File: src/rtl/prog_prefetch_pkg.sv
// Shared types and constants for the Hack instruction prefetch front end.
package prefetch_pkg;
  localparam int DW_DEF = 16;
  localparam int AW_DEF = 15;

  localparam logic [DW_DEF-1:0] NOP       = 16'h0000;
  localparam logic [DW_DEF-1:0] FILL_WORD = NOP;

  typedef enum logic [1:0] {RST, RUN, REDIR} state_t;

  typedef struct packed {
    logic [DW_DEF-1:0] data;
    logic [AW_DEF-1:0] pc;
  } entry_t;
endpackage

File: src/rtl/prog_prefetch_if.sv
// CPU <-> prefetch instruction port. master = CPU side, slave = prefetcher.
interface prog_prefetch_if import prefetch_pkg::*; #(
  parameter int DW = DW_DEF,
  parameter int AW = AW_DEF
);
  logic          stall;
  logic          jmp;
  logic [AW-1:0] jmp_addr;
  logic [DW-1:0] instr;
  logic [AW-1:0] instr_pc;
  logic          instr_valid;

  modport master (output stall, jmp, jmp_addr, input instr, instr_pc, instr_valid);
  modport slave  (input stall, jmp, jmp_addr, output instr, instr_pc, instr_valid);
endinterface

File: src/rtl/prog_prefetch_fifo.sv
// Prefetch FIFO: DEPTH entries (power of two), pointers wrap naturally on
// log2(DEPTH) bits, flush empties it in one cycle and wins over push/pop.
module prefetch_fifo #(
  parameter int W     = 31,
  parameter int DEPTH = 4,
  localparam int PW   = $clog2(DEPTH),
  localparam int CW   = PW + 1
) (
  input  logic          clk,
  input  logic          reset_n,
  input  logic          push,
  input  logic          pop,
  input  logic          flush,
  input  logic [W-1:0]  din,
  output logic [W-1:0]  dout,
  output logic [CW-1:0] count
);
  logic [W-1:0]  mem [DEPTH];
  logic [PW-1:0] wr_ptr, rd_ptr;

  // pointer and occupancy tracking
  always_ff @(posedge clk) begin
    if (!reset_n || flush) begin
      wr_ptr <= '0;
      rd_ptr <= '0;
      count  <= '0;
    end else begin
      if (push) wr_ptr <= wr_ptr + 1'b1;
      if (pop)  rd_ptr <= rd_ptr + 1'b1;
      count <= count + CW'(push) - CW'(pop);
    end
  end

  // storage write; contents need no reset since count gates validity
  always_ff @(posedge clk) begin
    if (push && !flush) mem[wr_ptr] <= din;
  end

  assign dout = mem[rd_ptr];
endmodule

File: src/rtl/prog_prefetch.sv
// Hack CPU instruction front end: program ROM with 1-cycle synchronous read,
// prefetch FIFO and jump-redirect flushing. Delivers one PC-tagged word per
// unstalled cycle.
// Optional: define PREFETCH_PERF_EN to add saturating flush_cnt/bubble_cnt.
module prog_prefetch import prefetch_pkg::*; #(
  parameter int              DW    = DW_DEF,
  parameter int              AW    = AW_DEF,
  parameter int              DEPTH = 4,
  parameter int              IL    = 17,
  parameter                  PRG   = "prog.mif",
  parameter logic [DW-1:0]   FILL  = FILL_WORD
) (
  input  logic         clk,
  input  logic         reset_n,
  prog_prefetch_if.slave bus
`ifdef PREFETCH_PERF_EN
  ,
  output logic [15:0]  flush_cnt,
  output logic [15:0]  bubble_cnt
`endif
);
  localparam int CW = $clog2(DEPTH) + 1;
  localparam logic [AW:0] IL_W = (AW+1)'(IL);
  // PRG names the image the built-in incrementing table stands in for.
  localparam int unused_prg = $bits(PRG);

  state_t        state;
  logic [AW-1:0] fpc;
  logic          infl;
  logic [DW-1:0] rd_data;
  logic [AW-1:0] rd_pc;
  logic [DW-1:0] last_instr;
  logic [AW-1:0] last_pc;
  logic [DW+AW-1:0] head;
  logic [CW-1:0] count;
  logic [CW:0]   occ;
  logic          pop, issue, vld;

  // program image: word i holds i; addresses past the image read FILL
  function automatic logic [DW-1:0] rom_word(input logic [AW-1:0] a);
    if ({1'b0, a} < IL_W) return DW'(a);
    return FILL;
  endfunction

  assign vld   = (count != '0);
  assign pop   = vld && !bus.stall && !bus.jmp;
  // entries held plus the one in flight, after this cycle's pop
  assign occ   = {1'b0, count} + (CW+1)'(infl) - (CW+1)'(pop);
  assign issue = (state != RST) && !bus.jmp && (occ < (CW+1)'(DEPTH));

  prefetch_fifo #(.W(DW+AW), .DEPTH(DEPTH)) u_fifo (
    .clk    (clk),
    .reset_n(reset_n),
    .push   (infl),
    .pop    (pop),
    .flush  (bus.jmp),
    .din    ({rd_data, rd_pc}),
    .dout   (head),
    .count  (count)
  );

  // FSM, fetch PC and the synchronous ROM read
  always_ff @(posedge clk) begin
    if (!reset_n) begin
      state   <= RST;
      fpc     <= '0;
      infl    <= 1'b0;
      rd_data <= '0;
      rd_pc   <= '0;
    end else begin
      case (state)
        RST:     state <= RUN;
        RUN:     state <= bus.jmp ? REDIR : RUN;
        REDIR:   state <= bus.jmp ? REDIR : RUN;
        default: state <= RST;
      endcase
      infl <= issue;
      if (bus.jmp) fpc <= bus.jmp_addr;
      else if (issue) begin
        fpc     <= fpc + 1'b1;
        rd_data <= rom_word(fpc);
        rd_pc   <= fpc;
      end
    end
  end

  // remember the last head shown so outputs hold while the FIFO is empty
  always_ff @(posedge clk) begin
    if (!reset_n) begin
      last_instr <= '0;
      last_pc    <= '0;
    end else if (vld) begin
      last_instr <= head[DW+AW-1:AW];
      last_pc    <= head[AW-1:0];
    end
  end

  assign bus.instr_valid = vld;
  assign bus.instr       = vld ? head[DW+AW-1:AW] : last_instr;
  assign bus.instr_pc    = vld ? head[AW-1:0]     : last_pc;

`ifdef PREFETCH_PERF_EN
  // saturating flush and bubble counters
  always_ff @(posedge clk) begin
    if (!reset_n) begin
      flush_cnt  <= '0;
      bubble_cnt <= '0;
    end else begin
      if (bus.jmp && flush_cnt != 16'hFFFF) flush_cnt <= flush_cnt + 16'd1;
      if (!vld && state != RST && bubble_cnt != 16'hFFFF)
        bubble_cnt <= bubble_cnt + 16'd1;
    end
  end
`endif
endmodule

File: src/flat_wrapper.sv
// flat-port wrapper written by rule: the top's interface ports become plain ports
module prog_prefetch_flat import prefetch_pkg::*;
#(
  parameter int              DW    = DW_DEF,
  parameter int              AW    = AW_DEF,
  parameter int              DEPTH = 4,
  parameter int              IL    = 17,
  parameter                  PRG   = "        ",
  parameter logic [DW-1:0]   FILL  = FILL_WORD
)
  (clk, reset_n, bus_stall, bus_jmp, bus_jmp_addr, bus_instr, bus_instr_pc, bus_instr_valid);
  prog_prefetch_if #(.DW(DW), .AW(AW)) bus_i ();
  input  logic clk;
  input  logic reset_n;
  input wire logic [$bits(bus_i.stall)-1:0] bus_stall;
  input wire logic [$bits(bus_i.jmp)-1:0] bus_jmp;
  input wire logic [$bits(bus_i.jmp_addr)-1:0] bus_jmp_addr;
  output wire logic [$bits(bus_i.instr)-1:0] bus_instr;
  output wire logic [$bits(bus_i.instr_pc)-1:0] bus_instr_pc;
  output wire logic [$bits(bus_i.instr_valid)-1:0] bus_instr_valid;
  assign bus_i.stall = bus_stall;
  assign bus_i.jmp = bus_jmp;
  assign bus_i.jmp_addr = bus_jmp_addr;
  assign bus_instr = bus_i.instr;
  assign bus_instr_pc = bus_i.instr_pc;
  assign bus_instr_valid = bus_i.instr_valid;
  prog_prefetch #(.DW(DW), .AW(AW), .DEPTH(DEPTH), .IL(IL), .PRG(PRG), .FILL(FILL)) u_core (.clk(clk), .reset_n(reset_n), .bus(bus_i));
endmodule
File: config.mk
export PLATFORM = sky130hd
export DESIGN_NAME = prog_prefetch_flat
export DESIGN_NICKNAME = d
export VERILOG_FILES = /design/src/rtl/prog_prefetch_pkg.sv /design/src/rtl/prog_prefetch_if.sv /design/src/rtl/prog_prefetch_fifo.sv /design/src/rtl/prog_prefetch.sv /design/src/flat_wrapper.sv
export SDC_FILE = /design/constraint.sdc
export NUM_CORES = 1
export LEC_CHECK = 0
export ABC_CLOCK_PERIOD_IN_PS = 4300
export CAP_MARGIN = 10
export CORE_MARGIN = 1
export CORE_UTILIZATION = 40
export DETAILED_ROUTE_END_ITERATION = 16
export PLACE_DENSITY = 0.7
export REMOVE_ABC_BUFFERS = 1
export SLEW_MARGIN = 20
export SYNTH_ARGS = -nofsm -noshare
export SYNTH_HDL_FRONTEND = slang
export SYNTH_SLANG_ARGS = --single-unit
File: constraint.sdc
create_clock -name clk -period 4.3 [get_ports clk]
set_input_delay 0.86 -clock clk [delete_from_list [all_inputs] [get_ports clk]]
set_output_delay 0.86 -clock clk [all_outputs]
set_load 0.05 [all_outputs]
==> impl_metrics.tcl <==
set metrics [dict create \
    status "finished, final reports clean" \
    drc 0 \
    synthSimpleGateAreaFrac_pct 9.084 \
    min_path_type "reg -> reg" \
    drtIter0Drc 345 \
    fin_tns_setup_ps 0 \
    vias_per_cell 5.085 \
    cts_resized 0 \
    r2r_start "u_core.u_fifo.count[1]" \
    worst_pin_slew_ps 721.1 \
    hold_path_end "u_core.last_instr[15]" \
    p_seq_share_pct 47.3 \
    cts_root_buffer "clkbuf_16" \
    grt_overflow_total 0 \
    power.switching_mw 1.020 \
    end_kind "primary output" \
    insertion_delay_ps 500 \
    crit_chain "buf_12, mux4_2, mux2_2, clkdlybuf4s50_1" \
    clkPwrFrac_pct 45.4 \
    power.total_mw 4.585 \
    final_cell_area_sq_um 9624 \
    setup_viol 0 \
    core.rowCount 51 \
    htree_levels 1 \
    clk_path_buf_depth 3 \
    place_area_sq_um 8797 \
    hold_path_depth 1 \
    slew_headroom_pct 51.87 \
    dr.pass1.iters 5 \
    syn-cell-area_sq_um 7975 \
    cts_tree "built" \
    swShare_pct 22.24 \
    post_cts_buffers 0 \
    r2r_end "u_core.rd_data[4]" \
    worst_ep_arrival_time_ps 2670 \
    vias 4485 \
    rr_worst_depth 14 \
    synth_top_family_by_area "multiplexers" \
    post_synth_xor_area_fraction_pct 1.318 \
    maxCapViolCount 0 \
    area_delta_synth_final_pct 20.68 \
    port_buffers 50 \
    yosysWarnings 0 \
    hold_start "u_core.last_instr[15]" \
    core_sq_um 19530 \
    numCtsBuffers 22 \
    drive_gt1_share_pct 19.61 \
    ys_seq_area_share_pct 67.27 \
    dp.final_hpwl_mm 9.101 \
    rsz0062_at_grt "no" \
    fin_skew_ps 13.31 \
    required_ps 3440 \
    muxShareOfSynthArea_pct 12.83 \
    critical_path_class "reg -> out" \
    hold_violations 0 \
    cpPeakStageDelay_ps 700 \
    grt_pass1_wl_mm 24.63 \
    synth_edf_count 120 \
    grt_max_degree 35 \
    place_congestion 0.8781 \
    drtAntennaViolNets 0 \
    power.density_nw_per_um2 476.4 \
    grt.total_usage_pct 15.66 \
    io_pins 51 \
    fin_cells 882 \
    synth-seq-cells 208 \
    nets 632 \
    n_antenna_cell 0 \
    die_h_um 143.2 \
    period_minus_slack_ps 3531 \
    clk_pin_slew_ps 60 \
    antenna_found_initial 0 \
    r2r_slack_ps 1020 \
    synthArstFlopShare_pct 0 \
    dp.cells 842 \
    cellLeakagePower_nw 3.366 \
    finalWirelength_mm 14.95 \
    cts.sinks 208 \
    timing.final.max_slew_violations 0 \
    vdd_ir_drop_max_v 0.0003170 \
    die_w_um 143.2 \
    synth_flop_cell "edfxtp_1" \
    wire_per_inst_um 16.95 \
    fmax_mhz 283.2 \
    p_comb_share_pct 7.3 \
    synth_compound_area_share_pct 5.271 \
    die_area_sq_um 20510 \
    final_core_util_pct 49.29 \
    grt_pass1_vias 4705 \
    critPathMaxFanout 30 \
    synth.distinct_cells 43 \
    synth_fa_ha_area_share_pct 1.977 \
    critPathLaunchType "register" \
    initial_core_util_pct 40.84 \
    timing.final.crit_share_pct 82.11 \
    synthesis.instances 541 \
    internal_power_mw 3.565 \
    ctsHoldBuffers 0 \
    cp_slowest_cell "clkdlybuf4s50_1" \
    syn_avg_cell_area_sq_um 14.74 \
]
==> worst max-delay path: cells and delay by family (launching register included) <==
kind,cells,cell delay (ps)
buf+inv,2,960
mux,2,870
flops,1,340
==> power groups by stage <==
stage                     clock network, mW  logic (mW)  registers [mW]
after floorplan                           0       0.222            2.20
after CTS                              2.12       0.337            2.17
after global routing                   2.20       0.361            2.18
final                                  2.08       0.334            2.17
after global placement                    0       0.330            2.21
after detailed placement                  0       0.336            2.21
==> worst max-delay path by stage <==
stage	from	end	slack, ps
4_1_cts	register	bus_instr_pc[2]	710
2_1_floorplan	u_core.u_fifo.count[1]	u_core.fpc[9]	230
3_5_place_dp	bus_jmp	u_core.rd_data[4]	450
5_1_grt	register	bus_instr_pc[2]	650
3_3_place_gp	bus_stall	u_core.fpc[9]	630
6_report	register	bus_instr_pc[2]	770
==> cells in the mapped netlist, types with 2 or more instances <==
cell	number	share of area (%)
clkbuf_1	15	0.71
or4_1	2	0.19
nor2_1	10	0.47
edfxtp_1	120	45
xor2_1	7	0.77
mux4_2	30	8.5
xnor2_1	5	0.55
a21oi_1	29	1.8
nor4_1	3	0.24
o211ai_1	5	0.47
nor3_1	3	0.19
nand2_1	44	2.1
inv_1	15	0.71
o21ai_0	15	0.94
o2111ai_1	2	0.22
nand3_1	11	0.69
and3_1	23	1.8
dfxtp_1	88	22
or3_1	3	0.24
nand4_1	2	0.16
mux2_2	30	4.2
ha_1	11	1.7
buf_2	11	0.69
o31ai_1	2	0.19
and2_1	32	2.5
a31oi_1	6	0.47
==> routing by layer <==
layer  vias up  global-route usage [%]  share of wire (%)
li1       2138                       -                  -
met1      2196                   19.88                 44
met2       131                   27.06                 49
met3        20                   2.884                4.8
met4         0                   4.810                2.1
met5         -                       0                  0
==> area by class of cell <==
cell class              count  area, sq um
flip-flops and latches    208         5366
clock inverters            13        195.2
well taps                 265        331.6
repair buffers             63        605.6
inverters                  15        56.30
clock buffers              27        631.9
fillers                  1684         9902
multi-input cells         291         2437
==> cells in the final DEF (no fill, tap or decap), drive strengths merged, types with 2 or more instances in the layout <==
cell type,count
a21oi,31
a31oi,6
and2,32
and3,23
buf,14
bufinv,4
clkbuf,27
clkdlybuf4s50,49
clkinv,5
clkinvlp,3
dfxtp,88
edfxtp,120
ha,11
inv,16
mux2,30
mux4,30
nand2,44
nand3,11
nand4,2
nor2,11
nor3,4
nor4,3
o2111ai,2
o211ai,5
o21ai,17
o31ai,2
or3,3
or4,2
xnor2,5
xor2,7
==> per-stage QoR <==
stage | setup slack [ps] | hold slack (ps)
floorplan | 227.7 | 443.8
global placement | 632.0 | 457.9
detailed placement | 453.6 | 459.2
CTS | 710.3 | 479.2
global route | 653.4 | 513.8
finish | 769.2 | 476.3
==> cell families (layout without fill, tap and decap cells) <==
family	count (synthesis)	after routing
AO/OA/AOI/OAI	68	68
XOR/XNOR	12	12
adder cells (fa/ha/maj)	12	12
flip-flops	208	208
multiplexers	61	61
buffers and inverters	42	118
AND/OR/NAND/NOR	138	138
==> sequential cells by signal, summed over array words and instances (netlist names), named ones only <==
signal,count
u_core.fpc,15
u_core.last_instr,16
u_core.u_fifo.count,3
u_core.infl,1
u_core.rd_pc,15
u_core.u_fifo.rd_ptr,2
u_core.u_fifo.wr_ptr,2
u_core.u_fifo.mem,120
u_core.state,2
u_core.last_pc,15
u_core.rd_data,15
Power figures use the tool's default switching activity.
